$ cat config.mk
export PLATFORM = sky130hd
export DESIGN_NAME = resp_formatter
export DESIGN_NICKNAME = d
export VERILOG_FILES = /design/src/rtl/resp_formatter.sv
export SDC_FILE = /design/constraint.sdc
export NUM_CORES = 1
export LEC_CHECK = 0
export BUFFER_PORTS_ARGS = -buffer_cell sky130_fd_sc_hd__buf_4
export CELL_PAD_IN_SITES_DETAIL_PLACEMENT = 1
export CELL_PAD_IN_SITES_GLOBAL_PLACEMENT = 1
export CORE_MARGIN = 1
export CORE_UTILIZATION = 38
export DETAILED_ROUTE_END_ITERATION = 10
export PLACE_DENSITY_LB_ADDON = 0.1
export SLEW_MARGIN = 20
export SYNTH_ARGS = -nofsm -noshare
export SYNTH_HDL_FRONTEND = slang
export SYNTH_SLANG_ARGS = --single-unit
$ cat constraint.sdc
create_clock -name clk_i -period 1.9 [get_ports clk_i]
set_input_delay 0 -clock clk_i [delete_from_list [all_inputs] [get_ports clk_i]]
set_output_delay 0 -clock clk_i [all_outputs]
set_load 0.01 [all_outputs]
$ cat src/rtl/resp_formatter.sv
// resp_formatter
//   Turns a result word (or an error flag) into one ASCII hex text line and
//   hands it to the UART transmit port one byte at a time.
//   Normal line : ["0x"] + DATA_WIDTH/4 hex digits (MSB first) + [CR] LF
//   Error line  : "ERR" + [CR] LF
// Ports
//   clk_i, rst_ni         clock, asynchronous active-low reset
//   req_i                 start pulse, accepted only in IDLE
//   req_err_i             with req_i: send "ERR" instead of the word
//   req_data_i            result word, latched with req_i
//   busy_o                high while a line is in progress
//   done_o                one-cycle pulse after the last byte strobe
//   tx_irq_o, tx_data_o   byte strobe and byte towards uart_if
//   tx_busy_i             uart_if busy; strobes wait while it is high
module resp_formatter #(
  parameter int DATA_WIDTH = 32,
  parameter int PREFIX_EN  = 1,
  parameter int UPPER_CASE = 1,
  parameter int EOL_CRLF   = 1
) (
  input  logic                  clk_i,
  input  logic                  rst_ni,
  input  logic                  req_i,
  input  logic                  req_err_i,
  input  logic [DATA_WIDTH-1:0] req_data_i,
  output logic                  busy_o,
  output logic                  done_o,
  output logic                  tx_irq_o,
  output logic [7:0]            tx_data_o,
  input  logic                  tx_busy_i
);

  localparam int NDIG     = DATA_WIDTH / 4;
  localparam int PFX_LEN  = 2 * PREFIX_EN;
  localparam int EOL_LEN  = 1 + EOL_CRLF;
  localparam int NORM_LEN = PFX_LEN + NDIG + EOL_LEN;
  localparam int ERR_LEN  = 3 + EOL_LEN;
  localparam int MAX_LEN  = (NORM_LEN > ERR_LEN) ? NORM_LEN : ERR_LEN;
  localparam int IDX_W    = $clog2(MAX_LEN + 1);

  localparam logic [IDX_W-1:0] C_ONE      = IDX_W'(1);
  localparam logic [IDX_W-1:0] C_TWO      = IDX_W'(2);
  localparam logic [IDX_W-1:0] C_THREE    = IDX_W'(3);
  localparam logic [IDX_W-1:0] C_DIG_END  = IDX_W'(PFX_LEN + NDIG);
  localparam logic [IDX_W-1:0] C_NORM_LST = IDX_W'(NORM_LEN - 1);
  localparam logic [IDX_W-1:0] C_ERR_LST  = IDX_W'(ERR_LEN - 1);

  typedef enum logic [2:0] {
    S_IDLE, S_LOAD, S_WAIT, S_SEND, S_HOLD, S_DONE
  } state_t;

  state_t                r_state;
  logic [IDX_W-1:0]      r_index;
  logic [DATA_WIDTH-1:0] r_shift;
  logic                  r_err;
  logic                  r_busy;
  logic                  r_done;
  logic                  r_irq;
  logic [7:0]            r_data;

  logic [3:0]            w_nibble;
  logic                  w_in_prefix;
  logic                  w_is_digit;
  logic [IDX_W-1:0]      w_last;
  logic [7:0]            w_byte;

  function automatic logic [7:0] hex_ascii(input logic [3:0] n);
    logic [7:0] base;
    base = (UPPER_CASE != 0) ? 8'h41 : 8'h61;
    if (n < 4'd10) return 8'h30 + {4'h0, n};
    else           return base + {4'h0, n} - 8'd10;
  endfunction

  // The digit to send is always the top nibble; the word is shifted left
  // after each digit byte so no variable part-select is needed.
  assign w_nibble    = r_shift[DATA_WIDTH-1 -: 4];
  assign w_in_prefix = (PREFIX_EN != 0) && (r_index < C_TWO);
  assign w_is_digit  = !r_err && !w_in_prefix && (r_index < C_DIG_END);
  assign w_last      = r_err ? C_ERR_LST : C_NORM_LST;

  always_comb begin
    w_byte = 8'h0A;
    if (r_err) begin
      if (r_index < C_THREE)
        w_byte = (r_index == '0) ? 8'h45 : 8'h52;
      else if ((EOL_CRLF != 0) && (r_index == C_THREE))
        w_byte = 8'h0D;
    end else begin
      if (w_in_prefix)
        w_byte = (r_index == C_ONE) ? 8'h78 : 8'h30;
      else if (r_index < C_DIG_END)
        w_byte = hex_ascii(w_nibble);
      else if ((EOL_CRLF != 0) && (r_index == C_DIG_END))
        w_byte = 8'h0D;
    end
  end

  always_ff @(posedge clk_i or negedge rst_ni) begin
    if (!rst_ni) begin
      r_state <= S_IDLE;
      r_index <= '0;
      r_shift <= '0;
      r_err   <= 1'b0;
      r_busy  <= 1'b0;
      r_done  <= 1'b0;
      r_irq   <= 1'b0;
      r_data  <= 8'h00;
    end else begin
      case (r_state)
        S_IDLE: begin
          r_done <= 1'b0;
          if (req_i) begin
            r_shift <= req_data_i;
            r_err   <= req_err_i;
            r_index <= '0;
            r_busy  <= 1'b1;
            r_state <= S_LOAD;
          end
        end
        S_LOAD: begin
          r_data  <= w_byte;
          r_state <= S_WAIT;
        end
        S_WAIT: begin
          if (!tx_busy_i) begin
            r_irq   <= 1'b1;
            r_state <= S_SEND;
          end
        end
        S_SEND: begin
          r_irq   <= 1'b0;
          r_state <= S_HOLD;
        end
        // Dead cycle so uart_if has time to raise tx_busy before the next WAIT.
        S_HOLD: begin
          if (r_index == w_last) begin
            r_busy  <= 1'b0;
            r_done  <= 1'b1;
            r_state <= S_DONE;
          end else begin
            if (w_is_digit) r_shift <= r_shift << 4;
            r_index <= r_index + C_ONE;
            r_state <= S_LOAD;
          end
        end
        S_DONE: begin
          r_done  <= 1'b0;
          r_state <= S_IDLE;
        end
        default: r_state <= S_IDLE;
      endcase
    end
  end

  assign busy_o    = r_busy;
  assign done_o    = r_done;
  assign tx_irq_o  = r_irq;
  assign tx_data_o = r_data;

endmodule

* After elaboration in Yosys (flattened, before gate mapping) *
Index checks and enable logic that the tools add are counted.

operators by class
  eq/ne operators = 14
  $lt $le $gt $ge = 4
  multiplexer cells = 28
  add/subtract/negate cells = 4
  reduce and logical (&&, ||, !) cells = 17

operators by type and width
  kind                                                        count
  two-way mux 32 bit                                          3
  one-hot mux 32 bit (2 select lines)                         1
  two-way mux 8 bit                                           5
  two-way mux 3 bit                                           5
  one-hot mux 3 bit (5 select lines)                          1
  two-way mux 4 bit                                           3
  != test 2 bit, second input constant                        5
  adder 7 x 4 -> 8 bit, first input constant                  1
  less-than comparator 4 x 2 -> 1 bit, second input constant  2
  less-than comparator 4 bit, second input constant           2
  one-hot mux 4 bit (2 select lines)                          1
  AND reduction 2 bit                                         4
  subtractor 8 x 4 -> 8 bit, second input constant            1
  adder 6 x 4 -> 7 bit, first input constant                  1
  two-way mux 7 bit                                           1
  equality test 3 x 2 -> 1 bit, second input constant         2
  equality test 3 bit, second input constant                  2
  one-hot mux 1 bit (2 select lines)                          3
  AND reduction 3 bit                                         2
  nonzero test 2 bit                                          3
  two-way mux 5 bit                                           1
  adder 4 x 1 -> 4 bit, second input constant                 1
  equality test 4 x 1 -> 1 bit, second input constant         1
  equality test 4 x 2 -> 1 bit, second input constant         1
  10 further kinds                                            15

storage, ports and cells
  flip-flop bits (word level) = 51
  output and inout port bits = 11
  logic and storage cells = 75

* Logic depth before layout (Yosys ltp) *
  word-level depth = 7
  mapped depth = 7

* Least setup slack after synthesis *
Ideal clock, no wire load.

  path type = register to register
  start point = reg r_state[0]
  end point = reg r_shift[2]
  stages on the path, launching flop included = 8
  buffers on the path = 3
  data required time = 1.779 ns
  data arrival time = 1.933 ns
  period minus slack after synthesis = 2.054 ns
  slack = -0.154 ns
  path through = dfrtp_1 > buf_6 > or3b_1 > or4_1 > and2_1 > buf_6 > buf_6 > a22o_1

on the way
  cells in the longest elaborated chain, start to end = 3
  elaborated cells on any way between the ends = 8

ends and longest elaborated chain
  item                                                                         line  RTL
  start, declared                                                              52    state_t r_state;
  start signal, assigned                                                       100   r_state <= S_IDLE;
  start signal, assigned                                                       117   r_state <= S_LOAD;
  start signal, assigned                                                       122   r_state <= S_WAIT;
  equality test 3 bit / logical NOT 3 bit (equally long branches)              109   case (r_state)
  != test 2 bit (no source line) / nonzero test 2 bit (equally long branches)  --
  AND reduction 4 bit (no source line)                                         --
  end signal, assigned                                                         113   r_shift <= req_data_i;
  end signal, assigned                                                         141   if (w_is_digit) r_shift <= r_shift << 4;
  end, declared                                                                54    logic [DATA_WIDTH-1:0] r_shift;

Several ways; a longest one is shown, not always the timed one.
A chain may end at the register's enable or synchronous reset.

* Worst setup path in the final report *
  start point = reg r_state[1]
  end point = reg r_shift[2]

Same word-level chain as after synthesis.

==> parameters.txt <==
Parameter                              Value

Timing
  Worst Max-Slew Pin Slew    around 640 ps
  Setup_tns    0 ps
  Final setup slack of the worst path    73.93 ps
  Achievable frequency    547.6 MHz
  Worst hold-check slack    111.4 ps
  Setup repair after global routing missed its margin    no
  Max Transition Viols Final    0
  Number of hold violations in the final report    0
  Count of final setup violators    0
  Final period demand of the worst path    1826 ps
  Tcrit/Tclk final    0.9611
  Worst max-slew margin expressed relative to the limit    0.5712
  Final Skew    10.62 ps

Synthesis
  Warnings, synthesis    0
  Part of the Yosys area used for sequential elements    0.5013
  Distinct cell type count of the synthesized netlist    46
  Avg Synthesized Cell Area    9.866 um2
  Async set-or-reset flop fraction in the synthesized netlist    1.000
  Post-synth EDFFs    0
  Number of cells produced by synthesis    253
  Post-synthesis cell area    about 0.0025 mm2
  Primary flip-flop cell chosen by synthesis mapping    dfrtp_1
  Synthesized Nets    294
  Synthesized flop and latch total    50

Floorplan
  I/O pins    48
  X dimension of the die    between 80 and 90 um
  Initial core utilization    0.3931
  Core area    0.006350 mm2
  Die Footprint    0.006897 mm2
  Std-Cell Rows    29
  DIE HEIGHT    83.05 um

Worst setup path
  Nature of the critical path endpoint    register
  Highest fanout seen on the critical path    9
  CP cell instances    or3b_4, or4_4, and2_4, buf_12, a22o_1
  Cell with the largest stage delay on the worst path    or4_4
  Class of the most critical setup path    reg2reg
  Buf+Inv Stages, Crit Path    1
  Data required time at the worst endpoint    about 2100 ps
  Biggest cell delay along the critical path    430 ps
  Kind of start point of the critical path    register
  R2R setup slack    ~74 ps
  Cell family contributing the most delay on the critical path    simple AND/OR/NAND/NOR gates
  CP Data Arrival Time    2040 ps

Cells and area
  Share of layout cells above drive strength 1    0.2965
  Area growth from synthesis to layout    38.80%
  Number of inserted filler cells in the final layout    732
  Final cell utilization of the core    0.5456
  Number of diodes    0
  Filler-free cell count of the finished design    421
  Nets    about 380
  Final instance area    0.003465 mm2

CTS
  Later-pin clock latency in the skew report    320 ps
  Root buffer selected by CTS    clkbuf_8
  Number of H-tree levels    2
  Maximum buffer depth of the clock tree    2
  Number of buffers created by CTS    5
  TritonCTS clock tree    built
  Post-CTS clock slew at the launch and capture registers of the worst setup and hold paths    110 ps
  Sink count of the clock tree    50

Global route
  Antenna violations before repair    0
  First-pass GRT wire length    11,130 um
  Total gr overflow    0
  GRT Total Usage    0.2026
  Maximum number of pins on one net before global-route repair    51
  Number of global-route vias before repair    2,265

Worst hold path
  Hold WC Path Type    in2reg

Detailed routing
  Drt total wl    6597 um
  Number of antenna-violating nets in the routed design    0
  Post-detailed-route wirelength per cell    15.67 um
  Number of DRC markers in iteration 0    101
  Router iterations before antenna repair    4
  Number of vias in the routed layout    about 2,200
  Vias/cell    5.214
  DRC errors left    0

Power
  Lkg Pwr    roughly 1.6 nW
  Largest voltage drop on the vdd net    0.0005795 V
  P per Cell Area    1339 mW/mm2
  Total power consumption of the routed design    4.639 mW

Place
  Dpl hpwl    4338 um
  Port Buffers    between 40 and 50
  Global placement routability congestion    approximately 0.74
  Post-Place Cell Area    0.002973 mm2
  Worst-case setup slack after placement    -19.38 ps
  Instance count after placement with tap cells included    about 380

Job
  Max_cap viols    0

Status
  Run status    finished, final reports clean
## layout by cell type (no fill, tap or decap), types with 4 or more instances in the layout
master         count
nor2_1            15
a21oi_1           15
o21ai_0            7
buf_4             60
a21oi_2           20
a22o_1             4
nand2_1           13
clkbuf_8           5
o22ai_1           27
dlygate4sd3_1     35
inv_1             31
dfrtp_1           50
ha_1               4
buf_6              4
## worst register-to-register path, stage by stage (launching register included)
cell,delay [ps]
dfrtp_1,390
or3b_4,400
or4_4,430
and2_4,200
buf_12,140
a22o_1,170
## routing by layer
metal,GRT usage,vias to the layer above,wire [um]
li1,-,1070,-
met1,0.2818,1073,3149
met2,0.3256,45,3148
met3,0.03777,7,233
met4,0.05329,0,65
met5,0,-,0
## sequential cells by signal, summed over array words and instances, names as in the netlist
name       cells
tx_data_o      7
r_index        4
r_err          1
busy_o         1
r_shift       32
done_o         1
r_state        3
tx_irq_o       1
## timing repair
item                                    in CTS  in global routing
endpoints found under the setup margin      10                 17
gates cloned                                 0                  0
endpoints found under the hold margin       84                  0
resized for setup                            4                  6
buffers inserted                             0                  1
hold buffers                                35                  0
## power breakdown
group | internal, mW | leakage, nW | switching, mW
clock network | 0.276 | 0.0506 | 0.404
logic | 1.00 | 1.01 | 1.09
registers | 1.54 | 0.580 | 0.322
total | 2.82 | 1.64 | 1.82
## cell type report
| cell class | instances | area (um2) | area share |
|---|---|---|---|
| flip-flops and latches | 50 | 1251 | 0.3611 |
| multi-input cells | 155 | 1037 | 0.2994 |
| repair buffers | 100 | 865.8 | 0.2499 |
| inverters | 31 | 116.4 | 0.03359 |
| well taps | 77 | 96.34 | 0.02781 |
| clock buffers | 5 | 68.82 | 0.01986 |
| clock inverters | 3 | 28.78 | 0.008306 |
## final timing paths
path | start | endpoint | cells after the start
max | r_state[1] | r_shift[2] | 5
min | req_i | r_state[0] | 5
max reg2reg | r_state[1] | r_shift[2] | 5
min reg2reg | tx_data_o[6] | tx_data_o[6] | 2
max in group asynchronous | rst_ni | r_index[2] | 2
min in group asynchronous | rst_ni | tx_data_o[6] | 2
## Yosys cell counts, drive strengths merged (3+ instances only)
| cell type | number | area share |
|---|---|---|
| nor2b | 3 | 0.0075 |
| ha | 4 | 0.020 |
| nand2 | 13 | 0.020 |
| o21ai | 7 | 0.014 |
| dfrtp | 50 | 0.50 |
| a22o | 4 | 0.014 |
| buf | 11 | 0.036 |
| a21oi | 35 | 0.10 |
| nand2b | 3 | 0.0075 |
| a21o | 3 | 0.0090 |
| nor2 | 15 | 0.023 |
| nor3 | 3 | 0.0060 |
| o22ai | 29 | 0.073 |
| clkbuf | 6 | 0.0090 |
| inv | 31 | 0.047 |
## cells by family after synthesis
kind of cell | Yosys count | share of synthesized area
adder cells (fa/ha/maj) | 4 | 0.02005
flip-flops | 50 | 0.5013
buffers and inverters | 48 | 0.09172
AND/OR/NAND/NOR | 56 | 0.1228
AO/OA/AOI/OAI | 91 | 0.2521
XOR/XNOR | 3 | 0.01053
other | 1 | 0.001502
(Power assumes the default switching activity.)
